--- config.mk ---
export PLATFORM = sky130hd
export DESIGN_NAME = loa_pipe_adder_flat
export DESIGN_NICKNAME = d
export VERILOG_FILES = /design/src/rtl/loa_if.sv /design/src/rtl/loa_pipe_adder.sv /design/src/flat_wrapper.sv
export SDC_FILE = /design/constraint.sdc
export NUM_CORES = 1
export LEC_CHECK = 0
export ABC_AREA = 1
export CELL_PAD_IN_SITES_DETAIL_PLACEMENT = 0
export CELL_PAD_IN_SITES_GLOBAL_PLACEMENT = 1
export CORE_MARGIN = 3
export CORE_UTILIZATION = 35
export CTS_CLUSTER_SIZE = 24
export DETAILED_ROUTE_END_ITERATION = 16
export PLACE_DENSITY = 0.62
export SETUP_SLACK_MARGIN = 0.4
export SYNTH_ARGS = -nofsm -noshare
export SYNTH_HDL_FRONTEND = slang
export SYNTH_SLANG_ARGS = --single-unit
--- constraint.sdc ---
create_clock -name clk -period 8.5 [get_ports clk]
set_input_delay 1.7 -clock clk [delete_from_list [all_inputs] [get_ports clk]]
set_output_delay 1.7 -clock clk [all_outputs]
set_load 0.02 [all_outputs]
--- src/rtl/loa_if.sv ---
// Operand/result handshake bundle for the lower-part-OR pipelined adder.
// The producer/consumer side uses master; the adder uses slave.
interface loa_if #(
  parameter int WIDTH = 32
);
  logic             in_valid;
  logic             in_ready;
  logic [WIDTH-1:0] A;
  logic [WIDTH-1:0] B;
  logic             Cin;
  logic             approx_en;
  logic             out_valid;
  logic             out_ready;
  logic [WIDTH-1:0] Sum;
  logic             Cout;

  modport master (
    output in_valid, A, B, Cin, approx_en, out_ready,
    input  in_ready, out_valid, Sum, Cout
  );

  modport slave (
    input  in_valid, A, B, Cin, approx_en, out_ready,
    output in_ready, out_valid, Sum, Cout
  );
endinterface

--- src/rtl/loa_pipe_adder.sv ---
// Segmented pipelined adder with optional lower-part-OR approximation.
// Each stage adds one SEG_W slice and passes its carry and the operands on.
module loa_pipe_adder #(
  parameter int WIDTH       = 32,
  parameter int SEG_W       = 8,
  parameter int APPROX_BITS = 8
) (
  input  logic  clk,
  input  logic  rst,
  loa_if.slave  bus
);
  localparam int NSEG = WIDTH / SEG_W;

  // Bits below APPROX_BITS are ORed when apx is set; the carry leaving the
  // approximate part is the AND of its top bit pair, the incoming carry is dropped.
  function automatic logic [SEG_W:0] seg_add(
    input logic [SEG_W-1:0] a,
    input logic [SEG_W-1:0] b,
    input logic             cin,
    input logic             apx,
    input int               base
  );
    logic             c;
    logic [SEG_W-1:0] s;
    c = cin;
    s = '0;
    for (int j = 0; j < SEG_W; j++) begin
      if (apx && ((base + j) < APPROX_BITS)) begin
        s[j] = a[j] | b[j];
        c    = ((base + j) == (APPROX_BITS - 1)) ? (a[j] & b[j]) : 1'b0;
      end else begin
        s[j] = a[j] ^ b[j] ^ c;
        c    = (a[j] & b[j]) | (c & (a[j] ^ b[j]));
      end
    end
    return {c, s};
  endfunction

  logic [NSEG-1:0]  r_vld;
  logic [NSEG-1:0]  r_cy;
  logic [NSEG-1:0]  r_apx;
  logic [WIDTH-1:0] r_a   [NSEG];
  logic [WIDTH-1:0] r_b   [NSEG];
  logic [WIDTH-1:0] r_sum [NSEG];

  logic [NSEG-1:0]  w_vin;
  logic [NSEG-1:0]  w_cin;
  logic [NSEG-1:0]  w_apxin;
  logic [WIDTH-1:0] w_ain  [NSEG];
  logic [WIDTH-1:0] w_bin  [NSEG];
  logic [WIDTH-1:0] w_sin  [NSEG];
  logic [SEG_W:0]   w_res  [NSEG];
  logic             w_adv;

  assign w_adv         = !r_vld[NSEG-1] || bus.out_ready;
  assign bus.in_ready  = w_adv;
  assign bus.out_valid = r_vld[NSEG-1];
  assign bus.Sum       = r_sum[NSEG-1];
  assign bus.Cout      = r_cy[NSEG-1];

  // Stage s sees either the new operands (s == 0) or stage s-1's registers.
  for (genvar s = 0; s < NSEG; s++) begin : g_seg
    if (s == 0) begin : g_first
      assign w_vin[s]   = bus.in_valid;
      assign w_ain[s]   = bus.A;
      assign w_bin[s]   = bus.B;
      assign w_cin[s]   = bus.Cin;
      assign w_apxin[s] = bus.approx_en;
      assign w_sin[s]   = '0;
    end else begin : g_next
      assign w_vin[s]   = r_vld[s-1];
      assign w_ain[s]   = r_a[s-1];
      assign w_bin[s]   = r_b[s-1];
      assign w_cin[s]   = r_cy[s-1];
      assign w_apxin[s] = r_apx[s-1];
      assign w_sin[s]   = r_sum[s-1];
    end
    assign w_res[s] = seg_add(w_ain[s][s*SEG_W +: SEG_W], w_bin[s][s*SEG_W +: SEG_W],
                              w_cin[s], w_apxin[s], s * SEG_W);
  end

  // Whole pipeline moves together; bubbles leave data registers untouched.
  always_ff @(posedge clk) begin
    if (rst) begin
      r_vld           <= '0;
      r_sum[NSEG-1]   <= '0;
      r_cy[NSEG-1]    <= 1'b0;
    end else if (w_adv) begin
      r_vld <= w_vin;
      for (int s = 0; s < NSEG; s++) begin
        if (w_vin[s]) begin
          r_a[s]                     <= w_ain[s];
          r_b[s]                     <= w_bin[s];
          r_apx[s]                   <= w_apxin[s];
          r_cy[s]                    <= w_res[s][SEG_W];
          r_sum[s]                   <= w_sin[s];
          r_sum[s][s*SEG_W +: SEG_W] <= w_res[s][SEG_W-1:0];
        end
      end
    end
  end
endmodule
--- src/flat_wrapper.sv ---
// flat-port wrapper written by rule: the top's interface ports become plain ports
module loa_pipe_adder_flat 
#(
  parameter int WIDTH       = 32,
  parameter int SEG_W       = 8,
  parameter int APPROX_BITS = 8
)
  (clk, rst, bus_in_valid, bus_A, bus_B, bus_Cin, bus_approx_en, bus_out_ready, bus_in_ready, bus_out_valid, bus_Sum, bus_Cout);
  loa_if #(.WIDTH(WIDTH)) bus_i ();
  input  logic clk;
  input  logic rst;
  input wire logic [$bits(bus_i.in_valid)-1:0] bus_in_valid;
  input wire logic [$bits(bus_i.A)-1:0] bus_A;
  input wire logic [$bits(bus_i.B)-1:0] bus_B;
  input wire logic [$bits(bus_i.Cin)-1:0] bus_Cin;
  input wire logic [$bits(bus_i.approx_en)-1:0] bus_approx_en;
  input wire logic [$bits(bus_i.out_ready)-1:0] bus_out_ready;
  output wire logic [$bits(bus_i.in_ready)-1:0] bus_in_ready;
  output wire logic [$bits(bus_i.out_valid)-1:0] bus_out_valid;
  output wire logic [$bits(bus_i.Sum)-1:0] bus_Sum;
  output wire logic [$bits(bus_i.Cout)-1:0] bus_Cout;
  assign bus_i.in_valid = bus_in_valid;
  assign bus_i.A = bus_A;
  assign bus_i.B = bus_B;
  assign bus_i.Cin = bus_Cin;
  assign bus_i.approx_en = bus_approx_en;
  assign bus_i.out_ready = bus_out_ready;
  assign bus_in_ready = bus_i.in_ready;
  assign bus_out_valid = bus_i.out_valid;
  assign bus_Sum = bus_i.Sum;
  assign bus_Cout = bus_i.Cout;
  loa_pipe_adder #(.WIDTH(WIDTH), .SEG_W(SEG_W), .APPROX_BITS(APPROX_BITS)) u_core (.clk(clk), .rst(rst), .bus(bus_i));
endmodule
; After elaboration in Yosys (flattened, before gate mapping)
; Memories as Yosys holds them, arrays and structs flattened.
; Cells that the tools add are included.
[totals]
register_bits = 8
ram_bits = 384
inputBits = 70
out_inout_bits = 35
word_cells = 227
mem_count = 3
[op_classes]
muxes = 39
bitwise_logic = 174
reduce_logical = 6
[mem_list]
columns = memory, depth, word_bits, read_ports, rd_clocked_by_memory_dff, wr, line_no
row1 = u_core.r_a, 4, 32, 3, 0, 4, loa_pipe_adder.sv:42  ; logic [WIDTH-1:0] r_a [NSEG];
row2 = u_core.r_b, 4, 32, 3, 0, 4, loa_pipe_adder.sv:43  ; logic [WIDTH-1:0] r_b [NSEG];
row3 = u_core.r_sum, 4, 32, 4, 0, 4, loa_pipe_adder.sv:44  ; logic [WIDTH-1:0] r_sum [NSEG];
[op_table]
columns = op, n
row1 = bitwise AND 1 bit, 64
row2 = bitwise XOR 1 bit, 64
row3 = OR 1 bit, 45
row4 = 2-to-1 mux 1 bit, 34
row5 = 2-to-1 mux 32 bit, 1
row6 = 2-to-1 mux 8 bit, 4
row7 = AND reduction 3 bit, 3
row8 = AND reduction 2 bit, 1
row9 = zero test 1 bit, 1
row10 = logical OR 1 bit, 1
row11 = NOT 1 bit, 1

; Logic depth before layout (Yosys ltp)
[depth]
word_depth = 25
mapped_depth = 17
ltp_nobuf = 17

; Worst setup path after synthesis
; No wires, ideal clock.
[synth_timing]
path_kind = input to register
start = in bus_Cin
end = mem u_core.r_sum[0][7] (data pin)
setup_ns = 0.259
t_arrival_ns = 6.096
required_time_ns = 8.241
path_slack_ns = 2.145
cell_stages = 17
path_buffers = 0
path_cell_list = inv_1 fa_1 or2_2 fa_1 or2_2 fa_1 or2_2 fa_1 or2_2 fa_1 or2_2 fa_1 nor2_1 fa_1 nand2_1 fa_1 mux2i_1
[synth_rtl]
columns = element, line_no
row1 = "start, declared", flat_wrapper.sv:15  ; input wire logic [$bits(bus_i.Cin)-1:0] bus_Cin;
row2 = "end, declared", loa_pipe_adder.sv:44

==> results.py <==
metrics = {
    "clock_network": {
        "clockBufferDepth": 2,
        "cts-root-buf": "clkbuf_16",
        "cts_sinks": 184,
        "path_clk_slew_ps": 60,
        "clk_latency_ps": 420,
        "htreeDepth": 4,
        "cts_tree": "done",
        "cts_buffers": 17,
        "cts_setup_buffers": 0,
        "cts_hold_buf": 0,
        "ctsResizeCount": 0,
    },
    "critical_path": {
        "critPathMaxFanout": 2,
        "cp_cell_sequence": "clkdlybuf4s50_1 -> inv_1 -> fa_1 -> or2_2 -> fa_1 -> or2_2 -> fa_1 -> or2_2 -> fa_1 -> or2_2 -> fa_1 -> or2_2 -> fa_1 -> nor2_1 -> fa_1 -> nand2_1 -> fa_1 -> mux2i_1",
        "crit_path_top_delay_cell": "clkdlybuf4s50_1",
        "worst_r2r_path_depth": 12,
        "crit_required_ps": 8660,
        "cp-endpoint": "u_core.r_sum[0][7]$_DFFE_PP_",
        "crit_type": "in -> reg",
        "r2r_slack_ps": 4340,
        "r2r-start": "u_core.r_a[2][24]$_DFFE_PP_",
        "slowest_delay_ps": 470,
        "worstPathArrival_ps": 6710,
        "start_kind": "input pin",
        "cp_common_cell": "fa_1",
        "worst_r2r_endpoint": "u_core.r_sum[0][127]$_SDFFCE_PN0P_",
        "crit_path_end_kind": "register",
        "cp-startpoint": "bus_B[0]",
    },
    "place": {
        "io_buffers": 104,
        "gp_congestion": 0.7002,
        "hpwlAfterDp_mm": 6.925,
        "placed_cells": 749,
    },
    "drt": {
        "wl_per_cell_um": 13.41,
        "routed_wl_mm": 10.44,
        "drc": 0,
        "vias": 3109,
        "vias_per_cell": 3.991,
        "first_pass_iters": 4,
        "drtIter0Drc": 121,
        "ant_nets": 0,
    },
    "final_layout": {
        "finish.utilization_pct": 44.56,
        "area_delta_synth_final_pct": 23.03,
        "mostFrequentLayoutCell": "edfxtp_1",
        "final_cell_mix": "edfxtp_1, clkdlybuf4s50_1, inv_1, fa_1, nor2_1",
        "layout-drive-gt1-share_pct": 9.144,
        "instances_no_fill": 779,
        "n_fill_cell": 1783,
        "fin_nets": 614,
        "diodes": 0,
    },
    "sta": {
        "hold_viol": 0,
        "setup_viol": 0,
        "finClkSkew_ps": 8.363,
        "slew_headroom_pct": 29.50,
        "worst_pin_slew_ps": 1056,
        "slew_violations": 0,
        "grt_setup_unrepaired": "false",
        "fin_tns_setup_ps": 0,
        "fin_crit_ps": 6551,
        "timing.fmax_ghz": 0.1526,
        "fin_crit_sh_pct": 77.07,
    },
    "logic_synthesis": {
        "ys_types": 18,
        "synth-seq-cells": 184,
        "synth_nets": 524,
        "synthTopCellsByArea": "edfxtp_1, fa_1, inv_1",
        "ys_warn_count": 0,
        "netlist.area_leader.share_pct": 74.79,
        "ys_seq_area_share_pct": 76.18,
        "synth_top_area_cell": "edfxtp_1",
        "syn_area_per_cell_um2": 17.40,
        "synth_area_um2": 7187,
        "syn_inst": 413,
    },
    "global_route": {
        "grt_max_degree": 57,
        "grt_overflow": 0,
        "grt_pass1_vias": 3444,
        "grt_first_pass_wirelength_mm": 16.98,
        "grt_usage_pct": 10.22,
        "antenna_found_initial": 0,
    },
    "power_and_ir_drop": {
        "p_leak_nw": 3.327,
        "ir_drop_uv": 133.0,
        "powerDensity_nw_per_um2": 211.8,
    },
    "die": {
        "die_x_um": 149.3,
        "fp-row-count": 51,
        "die_area_um2": 22290,
        "start_util_pct": 36.21,
        "die_h_um": 149.3,
        "core_um2": 19850,
        "ioPinCount": 105,
    },
    "run_status": {
        "status": "complete, no violations",
    },
    "min_path": {
        "hold_path.class": "reg -> reg",
    },
    "job": {
        "timing.max_cap.violations": 0,
    },
}
==> synth_stat cells, drive strengths merged <==
library cell	n
inv	83
nand3	3
mux2i	7
nand2	11
nor2	36
o21ai	5
a21oi	1
edfxtp	179
ha	9
dfxtp	5
nand3b	1
or2	5
buf	36
fa	32
==> registers in the layout, indices dropped and copies added, names as in the netlist <==
register	cells
u_core.r_b	48
u_core.r_vld	4
u_core.r_cy	4
u_core.r_a	48
u_core.r_sum	80
==> kinds of logic (layout without fill, tap and decap cells) <==
kind of cell | count (synthesis) | count (layout) | share of synthesized area [%]
AO/OA/AOI/OAI | 6 | 6 | 0.4177
AND/OR/NAND/NOR | 56 | 56 | 3.691
flip-flops | 184 | 184 | 76.18
buffers and inverters | 119 | 220 | 8.252
adder cells (fa/ha/maj) | 41 | 41 | 10.48
multiplexers | 7 | 7 | 0.9750
==> worst max-delay path: cells and delay by family <==
family / cells / cell delay, ps
AND/OR/NAND/NOR: 7 / 1630
buffers and inverters: 2 / 540
adder cells (fa/ha/maj): 8 / 2790
multiplexers: 1 / 60
==> layer usage <==
metal	wire (um)	global-route usage (%)
met1	4357	12.16
met2	5392	17.15
met3	506	3.160
met4	188	4.531
met5	0	0
==> area by class of cell <==
class / instances / area [um2] / area share, %
Tap cell: 265 / 331.6 / 3.750
Clock buffer: 18 / 429.2 / 4.854
Timing Repair Buffer: 107 / 1064 / 12.03
Clock inverter: 12 / 102.6 / 1.160
Sequential cell: 184 / 5475 / 61.92
Multi-Input combinational cell: 110 / 1129 / 12.76
Inverter: 83 / 311.5 / 3.523
==> where the power goes <==
group | internal [W] | switching (W)
registers | 0.00103 | 0.00000920
logic | 0.0000570 | 0.0000564
clock network | 0.000400 | 0.000317
==> stage by stage <==
stage / area (um2) / power, W / hold slack, ps / worst slack [ps]
3_3_place_gp: 8310 / 0.001176 / 400.7 / 1550
4_1_cts: 8842 / 0.001904 / 412.4 / 1942
2_1_floorplan: 7187 / 0.001122 / 400.3 / 2145
3_5_place_dp: 8310 / 0.001179 / 404.5 / 1513
5_1_grt: 8842 / 0.001957 / 423.3 / 1770
6_report: 8842 / 0.001873 / 415.7 / 1949
==> worst min-delay path by stage <==
stage | from | endpoint | cells past startpoint | slack, ps
after floorplan | u_core.r_a[0][16]$_DFFE_PP_ | u_core.r_a[1][16]$_DFFE_PP_ | 0 | 400
final | u_core.r_b[0][27]$_DFFE_PP_ | u_core.r_b[1][27]$_DFFE_PP_ | 0 | 420
after detailed placement | u_core.r_a[1][25]$_DFFE_PP_ | u_core.r_a[2][25]$_DFFE_PP_ | 0 | 400
after global routing | u_core.r_sum[0][35]$_DFFE_PP_ | u_core.r_sum[0][67]$_DFFE_PP_ | 0 | 420
after CTS | u_core.r_a[0][26]$_DFFE_PP_ | u_core.r_a[1][26]$_DFFE_PP_ | 0 | 410
after global placement | u_core.r_sum[0][44]$_DFFE_PP_ | u_core.r_sum[0][76]$_DFFE_PP_ | 0 | 400
(Power assumes the default switching activity.)
==> RTL change 1, RTL diff (config.mk and constraints unchanged) <==
`APPROX_BITS` is set to 8 in 2 places; all go to 4.
--- a/src/rtl/loa_pipe_adder.sv
+++ b/src/rtl/loa_pipe_adder.sv
@@ -5,3 +5,3 @@
   parameter int SEG_W       = 8,
-  parameter int APPROX_BITS = 8
+  parameter int APPROX_BITS = 4
 ) (
--- a/src/flat_wrapper.sv
+++ b/src/flat_wrapper.sv
@@ -5,3 +5,3 @@
   parameter int SEG_W       = 8,
-  parameter int APPROX_BITS = 8
+  parameter int APPROX_BITS = 4
 )
Formal check against the unedited RTL: not equivalent (Yosys sat finds a counterexample within 10 cycles, from zero or initial values and one cycle with rst high).
==> RTL change 1 against the unedited design <==
Synthesized area fell by 1.8%. Non-clock buffer count fell by 1. Clock power rose by 4.9%. Critical path depth fell by 2. Core utilization fell by 0.082 points. Wire length rose by 0.47%. Via count fell by 0.96%. Final area fell by 1.1%. Clock skew fell by 0.0012 ns. Worst setup slack improved by 0.78 ns. Register-to-register slack got worse by 0.03 ns. Sequential cell count did not move. Total power rose by 1.7%. Largest cell class unchanged.
==> RTL change 1: results (changes against the unedited design) <==
| Metric | Value |
|---|---|
| Status | finished clean |
| Slew at the pin with the worst max-slew slack | 1.06 ns (+0.00467 ns) |
| Clk tree area frac | 0.0643 (+0.00413) |
| Final Wtd Congestion | 0.698 (-0.36%) |
| Critical path startpoint | bus_Cin |
| Dpl cell area | 8180 µm² (-1.6%) |
| PostCTS Resize Cnt | 0 (unchanged) |
| M2 GR Usage | 0.174 (+0.00225) |
| Lkg Pwr | 3.26 nW (-2.0%) |
| Internal | 1.52 mW (+2.0%) |
| Syn_nets | 503 (-4.0%) |
| Setup Skew | 0.00717 ns (-0.00119 ns) |
| Nonclk inv count | 79 (-4.8%) |
| DR WL/cell | 13.8 µm (+2.6%) |
| Post-Synth Adder-Cell Area | 0.0996 (-0.00521) |
| Clock buffers | 19 (+1) |
| Critical-path top delay cell | fa_1 |
| Met3 WL | 533 µm (+5.3%) |
| Vias per cell | 4.04 (+1.1%) |
| Sequential fraction of the synthesis area | 0.775 (+0.0136) |
| Mux contribution to synthesized area | 0.00567 (-0.00408) |
| Skew-Pair Late Insertion Delay | 0.42 ns (about the same) |
| Detail Placement HPWL | 6960 µm (+0.47%) |
| HP Start | u_core.r_b[0][26] |
| WL met2 | 5490 µm (+1.7%) |
| Asr flop ratio synth | 0 (unchanged) |
| Multi-input logic area | 1020 µm² (-9.6%) |
| Top cells by area, synth | edfxtp_1 (76%), fa_1 (9.1%), inv_1 (4.2%) |
| Layout cells sized above 1 | 0.0904 (-0.00108) |
| GRT Total Usage | 0.103 (+0.000392) |
| Chip Width | 148 µm (-0.85%) |
| Number of sequential cells | 184 (unchanged) |
| Fin util | 0.445 (-0.000816) |
| Fin nets | 592 (-3.6%) |
| Fillers | 1,787 (+0.22%) |
| Commonest register cell after synthesis | edfxtp_1 |
| Synth Area in Compound Gates | 0.00354 (-0.000634) |
| Metal-1 WL | 4230 µm (-2.9%) |
| CP arrival | 5.95 ns (-0.76 ns) |
| Bufs w/o clock | 106 (-0.93%) |
| Ys Warns | 0 (unchanged) |
| Grt met1 use | 0.115 (-0.00698) |
| Drt initial violations | 132 (+9.1%) |
| Largest net degree at the start of global routing | 51 (-11%) |
| Top post-synthesis cells by count | edfxtp_1 (179), inv_1 (79), buf_4 (32), fa_1 (32), nor2_1 (29) |
| Buffering overhead | 0.121 (+0.000535) |
| #MultiIn Comb | 97 (-12%) |
| IR drop worst, VDD | 134 µV (+0.98%) |
| Vias in the first global route | 3,341 (-3.0%) |
| M3 GR Usage | 0.0371 (+0.00549) |
| Max FO, Critical Path | 1 (-1) |
| First-pass GRT wire length | 16,600 µm (-2.4%) |
| Netlist cell types | 19 (+1) |
| Reg-to-Reg Start | u_core.r_cy[2] |
| Clock Tree Buf Depth | 2 (unchanged) |
RTL change 1: cell types whose count changed after synthesis, sizes merged:
cell   before  now
nor2       36   35
inv        83   79
ha          9    5
mux2i       7    4
or2         5    3
nand2      11    9
o21ai       5    4
RTL change 1: final timing paths:
path                           to  slack, ns
max            u_core.r_sum[0][7]       2.73
min             u_core.r_b[1][26]       0.41
max reg2reg  u_core.r_sum[0][127]       4.31
min reg2reg     u_core.r_b[1][26]       0.41
RTL change 1: power by group through the flow:
stage,Combinational (mW),Clock [mW],Sequential [mW]
after floorplan,0.0591,0,1.06
after global placement,0.111,0,1.06
after detailed placement,0.114,0,1.06
after CTS,0.114,0.775,1.04
after global routing,0.124,0.815,1.05
final,0.110,0.752,1.04
RTL change 1: metrics by stage:
stage	hold WS, ns	power, mW	setup slack [ns]	cells
after floorplan	0.400	1.12	3.00	396
after detailed placement	0.405	1.18	2.26	731
after CTS	0.415	1.93	2.71	763
after global routing	0.426	1.98	2.62	763
final	0.412	1.91	2.73	763
after global placement	0.401	1.17	2.28	731
==> RTL change 2, RTL diff (config.mk and constraints unchanged) <==
Without the edit above. `SEG_W` is set to 8 in 2 places; all go to 4.
--- a/src/rtl/loa_pipe_adder.sv
+++ b/src/rtl/loa_pipe_adder.sv
@@ -4,3 +4,3 @@
   parameter int WIDTH       = 32,
-  parameter int SEG_W       = 8,
+  parameter int SEG_W       = 4,
   parameter int APPROX_BITS = 8
--- a/src/flat_wrapper.sv
+++ b/src/flat_wrapper.sv
@@ -4,3 +4,3 @@
   parameter int WIDTH       = 32,
-  parameter int SEG_W       = 8,
+  parameter int SEG_W       = 4,
   parameter int APPROX_BITS = 8
Formal check against the unedited RTL: not equivalent (Yosys sat finds a counterexample within 10 cycles, from zero or initial values and one cycle with rst high).
==> RTL change 2 against the unedited design <==
Final area rose by 82%. Combinational power down 16%. Largest power group unchanged. Synthesized area increased by 87%. Sequential cell count increased by 201. Wire length is 61% higher. Critical path depth is 14 lower. Highest routed layer is now met5. Total power rose by 110%. Sequential share of layout area grew 9.4 points. Clock power increased by 130%. Worst setup slack improved by 1.8 ns.
==> RTL change 2: results (changes against the unedited design) <==
| Metric | Value |
|---|---|
| CP arrival | 3.05 ns (-3.66 ns) |
| Port Buffer Count | 104 (unchanged) |
| Mux contribution to synthesized area | 0.00448 (-0.00527) |
| Sequential fraction of the synthesis area | 0.856 (+0.0939) |
| GRT Total Usage | 0.0850 (-0.0173) |
| Top flop regs | u_core.r_sum: 144 flops, u_core.r_a: 112 flops, u_core.r_b: 112 flops |
| Number of synthesized flops with an enable pin | 376 (+110%) |
| Largest net degree at the start of global routing | 61 (+7.0%) |
| Critical-path top delay cell | clkdlybuf4s50_1 |
| Grt met1 use | 0.113 (-0.00882) |
| Max FO, Critical Path | 18 (+16) |
| Lkg Pwr | 5.75 nW (+73%) |
| Skew-Pair Late Insertion Delay | 0.51 ns (+0.09 ns) |
| Fin nets | 892 (+45%) |
| Reg-to-Reg Start | u_core.r_b[0][4] |
| Final Wtd Congestion | 0.711 (+1.5%) |
| R2R depth | 9 (-3) |
| Detail Placement HPWL | 11,100 µm (+60%) |
| Status | finished clean |
| H-Tree Depth | 2 (-2) |
| CTS buffer count | 39 (+22) |
| WHS Endpoint | u_core.r_sum[1][72] |
| Netlist cell types | 22 (+4) |
| Initial antenna violation count | 1 (+1) |
| Synth Area in Compound Gates | 0.00411 (-0.0000715) |
| Worst r2r dst | u_core.r_sum[0][39] |
| Worst-path clk slew | 0.06 ns (about the same) |
| Fillers | 3,336 (+87%) |
| Worst path max stage delay | 0.65 ns (+0.18 ns) |
| Setup Skew | 0.00715 ns (-0.00122 ns) |
| First-pass GRT wire length | 27,700 µm (+63%) |
| Clock Tree Buf Depth | 3 (+1) |
| Max reg flops | 144 (+80%) |
| Drt initial violations | 209 (+73%) |
| Vias | 4,993 (+61%) |
| Syn_nets | 781 (+49%) |
| Final WL | 16,800 µm (+61%) |
| Setup slack, reg-to-reg | 5.77 ns (+1.43 ns) |
| Ys Warns | 0 (unchanged) |
| Dpl cell area | 14,800 µm² (+78%) |
| Top post-synthesis cells by count | edfxtp_1 (376), inv_1 (122), buf_4 (33) |
| Post-Synth Adder-Cell Area | 0.0562 (-0.0486) |
| Top cells by area, synth | edfxtp_1 (84%), fa_1 (4.8%), inv_1 (3.4%) |
| M3 GR Usage | 0.0252 (-0.00636) |
| Hold depth | 0 (unchanged) |
| Vias in the first global route | 5,285 (+53%) |
| Diodes inserted | 0 (unchanged) |
| Top delay family on crit path | buffers and inverters |
| HP Start | u_core.r_sum[1][40] |
| IR drop worst, VDD | 116 µV (-12%) |
| M2 GR Usage | 0.133 (-0.0383) |
| Layout cells sized above 1 | 0.0952 (+0.00374) |
| Commonest register cell after synthesis | edfxtp_1 |
| Slew at the pin with the worst max-slew slack | 1.05 ns (-0.000991 ns) |
RTL change 2: worst register-to-register path: cells and delay by family, from the launching register on:
kind	cells	cell delay [ns]
flops	1	0.34
mux	1	0.06
simple gates	3	0.52
fa+ha+maj	4	1.49
buf+inv	1	0.07
RTL change 2: logic make-up (layout without fill, tap and decap cells):
logic type	Yosys count	count (layout)
adders and majority gates	41	41
buffers and inverters	162	301
DFF	385	385
and+or+nand+nor	65	65
muxes	6	6
AOI/OAI and AO/OA	11	11
RTL change 2: stage by stage:
stage,std cells,hold slack [ns],setup slack [ns]
after global placement,1251,0.403,3.75
final,1320,0.414,3.75
after global routing,1320,0.419,3.68
after floorplan,670,0.400,4.62
after detailed placement,1251,0.405,3.75
after CTS,1320,0.416,3.75
RTL change 2: layer usage:
layer / wire length, µm / vias to the layer above
met1: 7670 / 2325
met5: 13 / -
met2: 7770 / 108
met4: 386 / 2
met3: 952 / 34
li1: - / 2524
RTL change 2: final cells by class:
type                       count  area (µm²)  area share
tap                          511         639      0.0398
timing repair buffer         109        1080      0.0671
inverter                     123         462      0.0287
clock inverter                23         210      0.0131
clock buffer                  46        1040      0.0650
sequential                   385       11500       0.713
multi-input combinational    123        1180      0.0732
RTL change 2: worst max path at each step:
stage	from	endpoint	slack, ns	depth (start not counted)
2_1_floorplan	bus_out_ready	u_core.r_a[6][28]	4.62	4
3_3_place_gp	bus_out_ready	bus_in_ready	3.75	4
3_5_place_dp	bus_out_ready	bus_in_ready	3.75	4
4_1_cts	bus_out_ready	bus_in_ready	3.75	4
5_1_grt	bus_out_ready	bus_in_ready	3.68	4
6_report	bus_out_ready	bus_in_ready	3.75	4
RTL change 2: report_power, final:
part | switching (mW) | internal, mW
sequential | 0.0104 | 2.11
clock | 0.646 | 0.997
combinational | 0.0478 | 0.0474
